<file path="src/rtl/gj_uart_pkg.sv">
// Shared types and constants for the gj_axis_uart_tx_gen2 serializer.
// Parity codes, FSM state encoding, character and break limits.
package gj_uart_pkg;

  localparam logic [2:0] PAR_NONE  = 3'd0;
  localparam logic [2:0] PAR_EVEN  = 3'd1;
  localparam logic [2:0] PAR_ODD   = 3'd2;
  localparam logic [2:0] PAR_MARK  = 3'd3;
  localparam logic [2:0] PAR_SPACE = 3'd4;

  localparam int MIN_BITS  = 5;
  localparam int MAB_TICKS = 2;

  typedef enum logic [2:0] {
    S_IDLE,
    S_START,
    S_DATA,
    S_PARITY,
    S_STOP,
    S_GAP,
    S_BREAK
  } state_e;

  function automatic logic [2:0] norm_parity(input logic [2:0] p);
    return (p > PAR_SPACE) ? PAR_NONE : p;
  endfunction

endpackage

</file>
<file path="src/rtl/gj_uart_sync_fifo.sv">
// Synchronous FIFO with full/empty flags; DEPTH must be a power of 2.
// Read data is the head entry, valid whenever empty is low.
module gj_uart_sync_fifo #(
  parameter int WIDTH = 9,
  parameter int DEPTH = 16
) (
  input  logic             clk,
  input  logic             rst,
  input  logic             push,
  input  logic [WIDTH-1:0] wdata,
  input  logic             pop,
  output logic [WIDTH-1:0] rdata,
  output logic             full,
  output logic             empty
);

  localparam int AW = $clog2(DEPTH);

  logic [WIDTH-1:0] mem [DEPTH];
  logic [AW:0]      wr_ptr;
  logic [AW:0]      rd_ptr;

  assign empty = (wr_ptr == rd_ptr);
  assign full  = (wr_ptr[AW] != rd_ptr[AW]) &&
                 (wr_ptr[AW-1:0] == rd_ptr[AW-1:0]);
  assign rdata = mem[rd_ptr[AW-1:0]];

  always_ff @(posedge clk) begin
    if (rst) begin
      wr_ptr <= '0;
      rd_ptr <= '0;
    end else begin
      if (push && !full) wr_ptr <= wr_ptr + 1'b1;
      if (pop && !empty) rd_ptr <= rd_ptr + 1'b1;
    end
  end

  always_ff @(posedge clk) begin
    if (push && !full) mem[wr_ptr[AW-1:0]] <= wdata;
  end

endmodule

</file>
<file path="src/rtl/gj_axis_uart_tx_gen2.sv">
// AXI-Stream to UART serializer: 5..DATA_W bits, parity, 1/2 stop, gaps, break.
// Define GJ_UART_TX_FIFO_EN to place a FIFO_DEPTH-entry FIFO in front of the FSM.
module gj_axis_uart_tx_gen2
  import gj_uart_pkg::*;
#(
  parameter int DATA_W     = 8,
  parameter int GAP_W      = 16,
  parameter int FIFO_DEPTH = 16
) (
  input  logic              clk,
  input  logic              rst,
  input  logic              clk_en,
  input  logic [3:0]        cfg_bits,
  input  logic [2:0]        cfg_parity,
  input  logic              cfg_stop2,
  input  logic              cfg_gap_en,
  input  logic [GAP_W-1:0]  byte_gap,
  input  logic [GAP_W-1:0]  frame_gap,
  input  logic [GAP_W-1:0]  brk_len,
  input  logic              brk_tvalid,
  output logic              brk_tready,
  input  logic              powerDown_tvalid,
  output logic              powerDown_tready,
  input  logic              tx_tvalid,
  output logic              tx_tready,
  input  logic [DATA_W-1:0] tx_tdata,
  input  logic              tx_tlast,
  output logic              tx,
  output logic              txEn
);

  state_e             state;
  logic [DATA_W-1:0]  sh;
  logic [3:0]         bits_l;
  logic [3:0]         bit_cnt;
  logic               par_en_l;
  logic               pbit_l;
  logic               stop2_l;
  logic               stop_left;
  logic               gap_en_l;
  logic               last_l;
  logic               mab;
  logic [GAP_W-1:0]   bgap_l;
  logic [GAP_W-1:0]   fgap_l;
  logic [GAP_W-1:0]   cnt;

  logic               src_valid;
  logic [DATA_W-1:0]  src_data;
  logic               src_last;
  logic               q_empty;
  logic               idle_now;
  logic               win;
  logic               brk_go;
  logic               chr_go;
  logic [3:0]         bits_c;
  logic [2:0]         par_c;
  logic [DATA_W-1:0]  masked;
  logic               pbit_c;
  logic [GAP_W-1:0]   sel_gap;
  logic               gap_go;
  logic               unused_ok;

  assign unused_ok = &{1'b0, powerDown_tvalid, 1'(FIFO_DEPTH)};

  assign sel_gap = last_l ? fgap_l : bgap_l;
  assign gap_go  = gap_en_l && (sel_gap != '0);

  // IDLE is re-entered on the final edge of a sequence, so a new
  // character or break can start on that same edge with no idle bit.
  always_comb begin
    idle_now = 1'b0;
    unique case (state)
      S_IDLE:  idle_now = 1'b1;
      S_STOP:  idle_now = !stop_left && !gap_go;
      S_GAP:   idle_now = (cnt == '0);
      S_BREAK: idle_now = mab && (cnt == '0);
      default: idle_now = 1'b0;
    endcase
  end

  assign win        = clk_en && idle_now;
  assign brk_tready = win && !rst;
  assign brk_go     = win && brk_tvalid && !rst;
  assign chr_go     = win && src_valid && !brk_tvalid && !rst;

  assign powerDown_tready =
    (state == S_IDLE) && !brk_tvalid && q_empty && !rst;

`ifdef GJ_UART_TX_FIFO_EN
  logic              f_full;
  logic              f_empty;
  logic [DATA_W:0]   f_rdata;

  gj_uart_sync_fifo #(
    .WIDTH(DATA_W + 1),
    .DEPTH(FIFO_DEPTH)
  ) u_fifo (
    .clk  (clk),
    .rst  (rst),
    .push (tx_tvalid && tx_tready),
    .wdata({tx_tlast, tx_tdata}),
    .pop  (chr_go),
    .rdata(f_rdata),
    .full (f_full),
    .empty(f_empty)
  );

  assign tx_tready = !f_full && !rst;
  assign src_valid = !f_empty;
  assign src_data  = f_rdata[DATA_W-1:0];
  assign src_last  = f_rdata[DATA_W];
  assign q_empty   = f_empty;
`else
  assign tx_tready = win && !brk_tvalid && !rst;
  assign src_valid = tx_tvalid;
  assign src_data  = tx_tdata;
  assign src_last  = tx_tlast;
  assign q_empty   = 1'b1;
`endif

  always_comb begin
    bits_c = cfg_bits;
    if (cfg_bits < 4'(MIN_BITS))    bits_c = 4'(MIN_BITS);
    else if (cfg_bits > 4'(DATA_W)) bits_c = 4'(DATA_W);
  end

  always_comb begin
    masked = '0;
    for (int i = 0; i < DATA_W; i++)
      if (i < int'(bits_c)) masked[i] = src_data[i];
  end

  assign par_c = norm_parity(cfg_parity);

  always_comb begin
    pbit_c = 1'b0;
    unique case (1'b1)
      (par_c == PAR_EVEN): pbit_c = ^masked;
      (par_c == PAR_ODD):  pbit_c = ~^masked;
      (par_c == PAR_MARK): pbit_c = 1'b1;
      default:             pbit_c = 1'b0;
    endcase
  end

  always_ff @(posedge clk) begin
    if (rst) begin
      state     <= S_IDLE;
      tx        <= 1'b1;
      txEn      <= 1'b0;
      cnt       <= '0;
      bit_cnt   <= '0;
      stop_left <= 1'b0;
      mab       <= 1'b0;
    end else if (clk_en) begin
      unique case (state)
        S_START: begin
          state   <= S_DATA;
          tx      <= sh[0];
          sh      <= sh >> 1;
          bit_cnt <= 4'd1;
        end
        S_DATA: begin
          if (bit_cnt == bits_l) begin
            if (par_en_l) begin
              state <= S_PARITY;
              tx    <= pbit_l;
            end else begin
              state     <= S_STOP;
              tx        <= 1'b1;
              stop_left <= stop2_l;
            end
          end else begin
            tx      <= sh[0];
            sh      <= sh >> 1;
            bit_cnt <= bit_cnt + 4'd1;
          end
        end
        S_PARITY: begin
          state     <= S_STOP;
          tx        <= 1'b1;
          stop_left <= stop2_l;
        end
        S_STOP: begin
          if (stop_left) begin
            stop_left <= 1'b0;
          end else begin
            if (last_l) txEn <= 1'b0;
            if (gap_go) begin
              state <= S_GAP;
              cnt   <= sel_gap - 1'b1;
            end else begin
              state <= S_IDLE;
            end
          end
        end
        S_GAP: begin
          if (cnt == '0) state <= S_IDLE;
          else           cnt   <= cnt - 1'b1;
        end
        S_BREAK: begin
          if (cnt != '0) begin
            cnt <= cnt - 1'b1;
          end else if (!mab) begin
            mab <= 1'b1;
            cnt <= GAP_W'(MAB_TICKS - 1);
            tx  <= 1'b1;
          end else begin
            state <= S_IDLE;
            txEn  <= 1'b0;
          end
        end
        default: ;
      endcase

      if (brk_go) begin
        state <= S_BREAK;
        tx    <= 1'b0;
        txEn  <= 1'b1;
        mab   <= 1'b0;
        cnt   <= (brk_len == '0) ? '0 : brk_len - 1'b1;
      end else if (chr_go) begin
        state    <= S_START;
        tx       <= 1'b0;
        txEn     <= 1'b1;
        sh       <= src_data;
        last_l   <= src_last;
        bits_l   <= bits_c;
        par_en_l <= (par_c != PAR_NONE);
        pbit_l   <= pbit_c;
        stop2_l  <= cfg_stop2;
        gap_en_l <= cfg_gap_en;
        bgap_l   <= byte_gap;
        fgap_l   <= frame_gap;
      end
    end
  end

endmodule

</file>
<file path="config.mk">
export PLATFORM = sky130hd
export DESIGN_NAME = gj_axis_uart_tx_gen2
export DESIGN_NICKNAME = d
export VERILOG_FILES = /design/src/rtl/gj_uart_pkg.sv /design/src/rtl/gj_uart_sync_fifo.sv /design/src/rtl/gj_axis_uart_tx_gen2.sv
export SDC_FILE = /design/constraint.sdc
export NUM_CORES = 1
export LEC_CHECK = 0
export CELL_PAD_IN_SITES_DETAIL_PLACEMENT = 2
export CELL_PAD_IN_SITES_GLOBAL_PLACEMENT = 2
export CORE_MARGIN = 2
export CORE_UTILIZATION = 25
export CTS_BUF_LIST = sky130_fd_sc_hd__clkbuf_16
export DETAILED_ROUTE_END_ITERATION = 6
export PLACE_DENSITY_LB_ADDON = 0.05
export SYNTH_ARGS = -nofsm -noshare
export SYNTH_HDL_FRONTEND = slang
export SYNTH_SLANG_ARGS = --single-unit
</file>
<file path="constraint.sdc">
create_clock -name clk -period 9.55 [get_ports clk]
set_input_delay 1.91 -clock clk [delete_from_list [all_inputs] [get_ports clk]]
set_output_delay 1.91 -clock clk [all_outputs]
set_load 0.01 [all_outputs]
</file>
== Word level (Yosys, flattened, before mapping) ==
Index checks and enable logic that the tools add are counted.

* Flip-flop bits (word level): 76

* $lt $le $gt $ge: 11
* Equality and inequality tests: 25
* Add/sub/neg operators: 4
* Multiplexer cells: 58
* Bitwise operators: 2
* Reduce and logical (&&, ||, !) cells: 42

{| class="wikitable"
|+ Operators by type and width
! operator !! number
|-
| $mux 16 || 8
|-
| $pmux 16 s3 || 1
|-
| $sub 16x1->16 const B || 3
|-
| $logic_not 16->1 || 2
|-
| $ne 4x4->1 const B || 8
|-
| $reduce_bool 16->1 || 2
|-
| $mux 3 || 10
|-
| $mux 1 || 25
|-
| $mux 8 || 3
|-
| $pmux 3 s6 || 1
|-
| $lt 3x4->1 const A || 4
|-
| $pmux 8 s2 || 1
|-
| $logic_and 1x1->1 || 14
|-
| $eq 3x2->1 const B || 4
|-
| $mux 4 || 3
|-
| $reduce_and 4->1 || 3
|-
| $reduce_and 6->1 || 2
|-
| $eq 3x3->1 const B || 3
|-
| $ne 3x3->1 const B || 3
|-
| $lt 1x4->1 const A || 2
|-
| $lt 2x4->1 const A || 2
|-
| $ne 2x2->1 const B || 4
|-
| $pmux 1 s4 || 2
|-
| $pmux 4 s2 || 1
|-
| other kinds (21) || 31
|}

== Longest topological paths before layout ==
* Depth after elaboration: 12
* Depth in mapped cells: 16
* Depth with buffers taken out: 9

== Least setup slack after synthesis ==
OpenSTA, ideal clock, no wires.

* Path kind: input-to-reg
* Start: input clk_en
* End: register bgap_l[0], enable pin
* Data required time: 8994 ps
* Setup slack: 1618 ps
* Stages on the path: 4
* Library setup time: 556 ps
* Arrival time: 7375 ps
* Path through: clkbuf_1 > nor2b_1 > o21ai_0 > nor4b_1

* Cells in the longest elaborated chain, start to end: 5
* Elaborated cells between the ends (all ways): 8
* Classes of those cells: 1 x bitwise; 7 x reduce/logical

{| class="wikitable"
|+ RTL lines
! element !! line !! text
|-
| from (decl) || gj_axis_uart_tx_gen2.sv:12 || <nowiki>input logic clk_en,</nowiki>
|-
| $logic_and 1x1->1 || gj_axis_uart_tx_gen2.sv:81 || <nowiki>assign win = clk_en && idle_now;</nowiki>
|-
| $logic_and 1x1->1 (on tied branches) (2 in series) || gj_axis_uart_tx_gen2.sv:84, gj_axis_uart_tx_gen2.sv:83 ||
|-
| $logic_and 1x1->1 / $not 1->1 (equally long branches) || n/a ||
|-
| $reduce_and 4->1 (no source line) * || n/a ||
|-
| to (signal assigned) || gj_axis_uart_tx_gen2.sv:232 || <nowiki>bgap_l <= byte_gap;</nowiki>
|-
| to (decl) || gj_axis_uart_tx_gen2.sv:43 || <nowiki>logic [GAP_W-1:0] bgap_l;</nowiki>
|}

Mark *: on every way between the ends. The rest lies on a longest branch, timed or not.
A chain may end at the register's enable or synchronous reset.

== Final worst setup path ==
* Start: input clk_en
* End: output tx_tready

* Cells in the longest elaborated chain, start to end: 3

{| class="wikitable"
|+ RTL lines
! element !! line !! text
|-
| $logic_and 1x1->1 || gj_axis_uart_tx_gen2.sv:81 ||
|-
| $logic_and 1x1->1 (2 in series) || gj_axis_uart_tx_gen2.sv:114 || <nowiki>assign tx_tready = win && !brk_tvalid && !rst;</nowiki>
|-
| to (decl) || gj_axis_uart_tx_gen2.sv:25 || <nowiki>output logic tx_tready,</nowiki>
|}

No other way between the ends.

==> qor.yml <==
grt_pass1_vias: 4375
vias: 4106
drive_above_1_share: 0.0699
fp.dieW_microns: 142
synth_edf_count: 49
cts_buffers: 9
critPathMaxStageDelay_ns: 0.79
status: "complete, no violations"
fin_nets: 644
cts_buffer_depth: 2
core-area_sq_um: 18600
netlist.area_leader.share: 0.311
p_comb_frac: 0.425
seq_area_frac_synth: 0.425
cp_max_fo: 11
layout_commonest_cell: "clkdlybuf4s50_1"
power.density_nw_per_um2: 254
multi_input_area_sq_um: 2570
port-buffer-count: 75
gp_congestion: 0.799
required_ns: 7.64
worstSkewPairLatency_ns: 0.34
seq_power_share: 0.310
syn_nets: 576
skew_ns: 0.00751
min_period_ns: 6.66
cp-start-kind: "primary input"
finalSetupViolations: 0
ant_nets: 0
slew_viol_final: 0
cts.sinks: 76
hold_ws_ns: 0.462
rsz0062_at_grt: "false"
n_antenna_cell: 0
grt_util_met3: 0.0277
setup_tns_ns: 0
post-route-util: 0.325
initial_core_util: 0.254
hp-class: "flip-flop to flip-flop"
cts-resized-gates: 0
grt_max_degree: 38
wirelength_microns: 15700
instances_no_fill: 806
clockRootBuffer: "clkbuf_16"
drc: 0
ios: 77
use_met1: 0.240
antenna_found_initial: 0
ctsHoldBuffers: 0
critPathTopFamily: "buffers and inverters"
irDropWorstVdd_mv: 0.108
crit_chain: "clkdlybuf4s50_1, nor2b_1, o21ai_0, nor3_1, clkdlybuf4s50_1"
placed_cells: 790
first_iter_violations: 169
use_met2: 0.249
rows: 50
syn_area_per_cell_sq_um: 9.49
p_sw_uw: 593
syn2layout_area_growth_pct: 27.9
regArea_sq_um: 2010
p_int_uw: 944
h-tree-depth: 3
viasPerCell: 5.09
crit_top_cell: "clkdlybuf4s50_1"
async_flop_share: 0
finalHoldViolCount: 0
wl_per_cell_microns: 19.4
fp.dieArea_sq_um: 20000
ys.warnings.count: 0
layout_worst_path_cycle_share: 0.697
first_pass_iters: 6
grtUsageTotal: 0.162
layout_common_cells: "clkdlybuf4s50_1 (75), nor2_1 (53), edfxtp_1 (49)"
crit_buf_inv: 2
synth_top_area_cell: "edfxtp_1"
clkTransAtPathRegs_ns: 0.06
p_leak_nw: 2.06
endpoint_kind: "output port"
grt_pass1_wl_microns: 25200
drv_cap: 0
post_cts_buffers: 0
cts_tree: "built"
fill_cells: 2075
arrival_ns: 4.75
grt.busiest_layer: "met2"
synthDistinctLibCells: 69
pwr-share-clk: 0.265
die_h_microns: 142
max_slew.worst_pin.slew_ns: 0.914
syn-cell-area_sq_um: 4730
ys_top_cells_by_area: "edfxtp_1 (31%), dfxtp_1 (11%), xnor2_1 (5.0%), nor2_1 (4.2%), xor2_1 (4.1%)"
ys.flop_type: "edfxtp_1"
swShare: 0.386
synth_cells: 499
critical_path_class: "primary input to output port"
fmax_ghz: 0.150
overflow: 0
ys_ff_latch: 76
place.detailed.hpwl_microns: 12100
relSlewSlack: 0.387
cp_slowest_cell: "nor2b_1"
cell usage after synthesis (4+ instances only):
master,number
o22ai_1,10
inv_1,10
and2_1,4
o21ai_0,24
xnor2_1,27
ha_1,5
nor2b_1,5
o221ai_1,4
a31oi_1,7
mux2i_1,19
nor3_1,31
o21a_1,4
nor3b_1,4
dfxtp_1,27
nor4_1,11
or3_1,4
clkbuf_1,18
nand2_1,29
nand3b_1,4
a221o_1,4
a211oi_1,4
nor4b_1,5
xor2_1,22
buf_6,4
edfxtp_1,49
a21oi_1,34
nor2_1,53
nand3_1,11
o22a_1,4
power groups by stage:
stage,clock network [mW],registers (mW),logic (mW)
finish,0.407,0.476,0.654
global route,0.433,0.487,0.737
floorplan,0,0.450,0.488
detailed placement,0,0.483,0.659
CTS,0.418,0.476,0.664
global placement,0,0.480,0.646
worst register-to-register path, stage by stage, from the launching register on:
cell and delay (ns):
edfxtp_1 0.32, buf_4 0.39, mux2i_1 0.39, ha_1 0.24, nor4b_2 0.26, o22ai_1 0.11
buf_4 0.17, o31a_1 0.33, o31a_1 0.41, nor4b_2 0.61, buf_4 0.52
flip-flops by register name, indices dropped and copies added (netlist names), 3 cells and up:
register	count
fgap_l	16
state	3
bgap_l	16
sh	8
bit_cnt	4
bits_l	4
cnt	16
stage by stage:
stage               total power [mW]  worst slack [ns]  instance area, sq um
floorplan                      0.937              1.62                  4730
global placement                1.13              2.84                  5710
detailed placement              1.14              2.74                  5710
CTS                             1.56              2.74                  6050
global route                    1.66              2.54                  6050
finish                          1.54              2.89                  6050
cells by family (layout without fill, tap and decap cells):
family / Yosys count / count (layout) / share of synthesized area
XOR/XNOR: 49 / 49 / 0.0907
adder cells (fa/ha/maj): 5 / 5 / 0.0132
AND/OR/NAND/NOR: 185 / 185 / 0.210
buffers and inverters: 34 / 107 / 0.0336
multiplexers: 22 / 22 / 0.0473
flip-flops: 76 / 76 / 0.425
AO/OA/AOI/OAI: 128 / 128 / 0.181
path summary, 6_finish.rpt:
kind,from,end,slack (ns),cells after the start
min,txEn,txEn,0.46,2
min reg2reg,txEn,txEn,0.46,2
max,clk_en,tx_tready,2.89,5
max reg2reg,last_l,fgap_l[4],5.39,10
routing by layer:
| metal | vias up | share of wire |
|---|---|---|
| met5 | - | 0 |
| met4 | 0 | 0.0077 |
| met2 | 65 | 0.43 |
| li1 | 2017 | - |
| met3 | 8 | 0.039 |
| met1 | 2016 | 0.52 |
final cells by class:
type	count	share of cell area
clock buffer	9	0.0372
clock inverter	7	0.0203
inverter	10	0.00620
multi-input combinational	389	0.424
sequential	76	0.332
tap	234	0.0484
timing repair buffer	81	0.131
No activity file was read; power rests on OpenSTA's default activity.
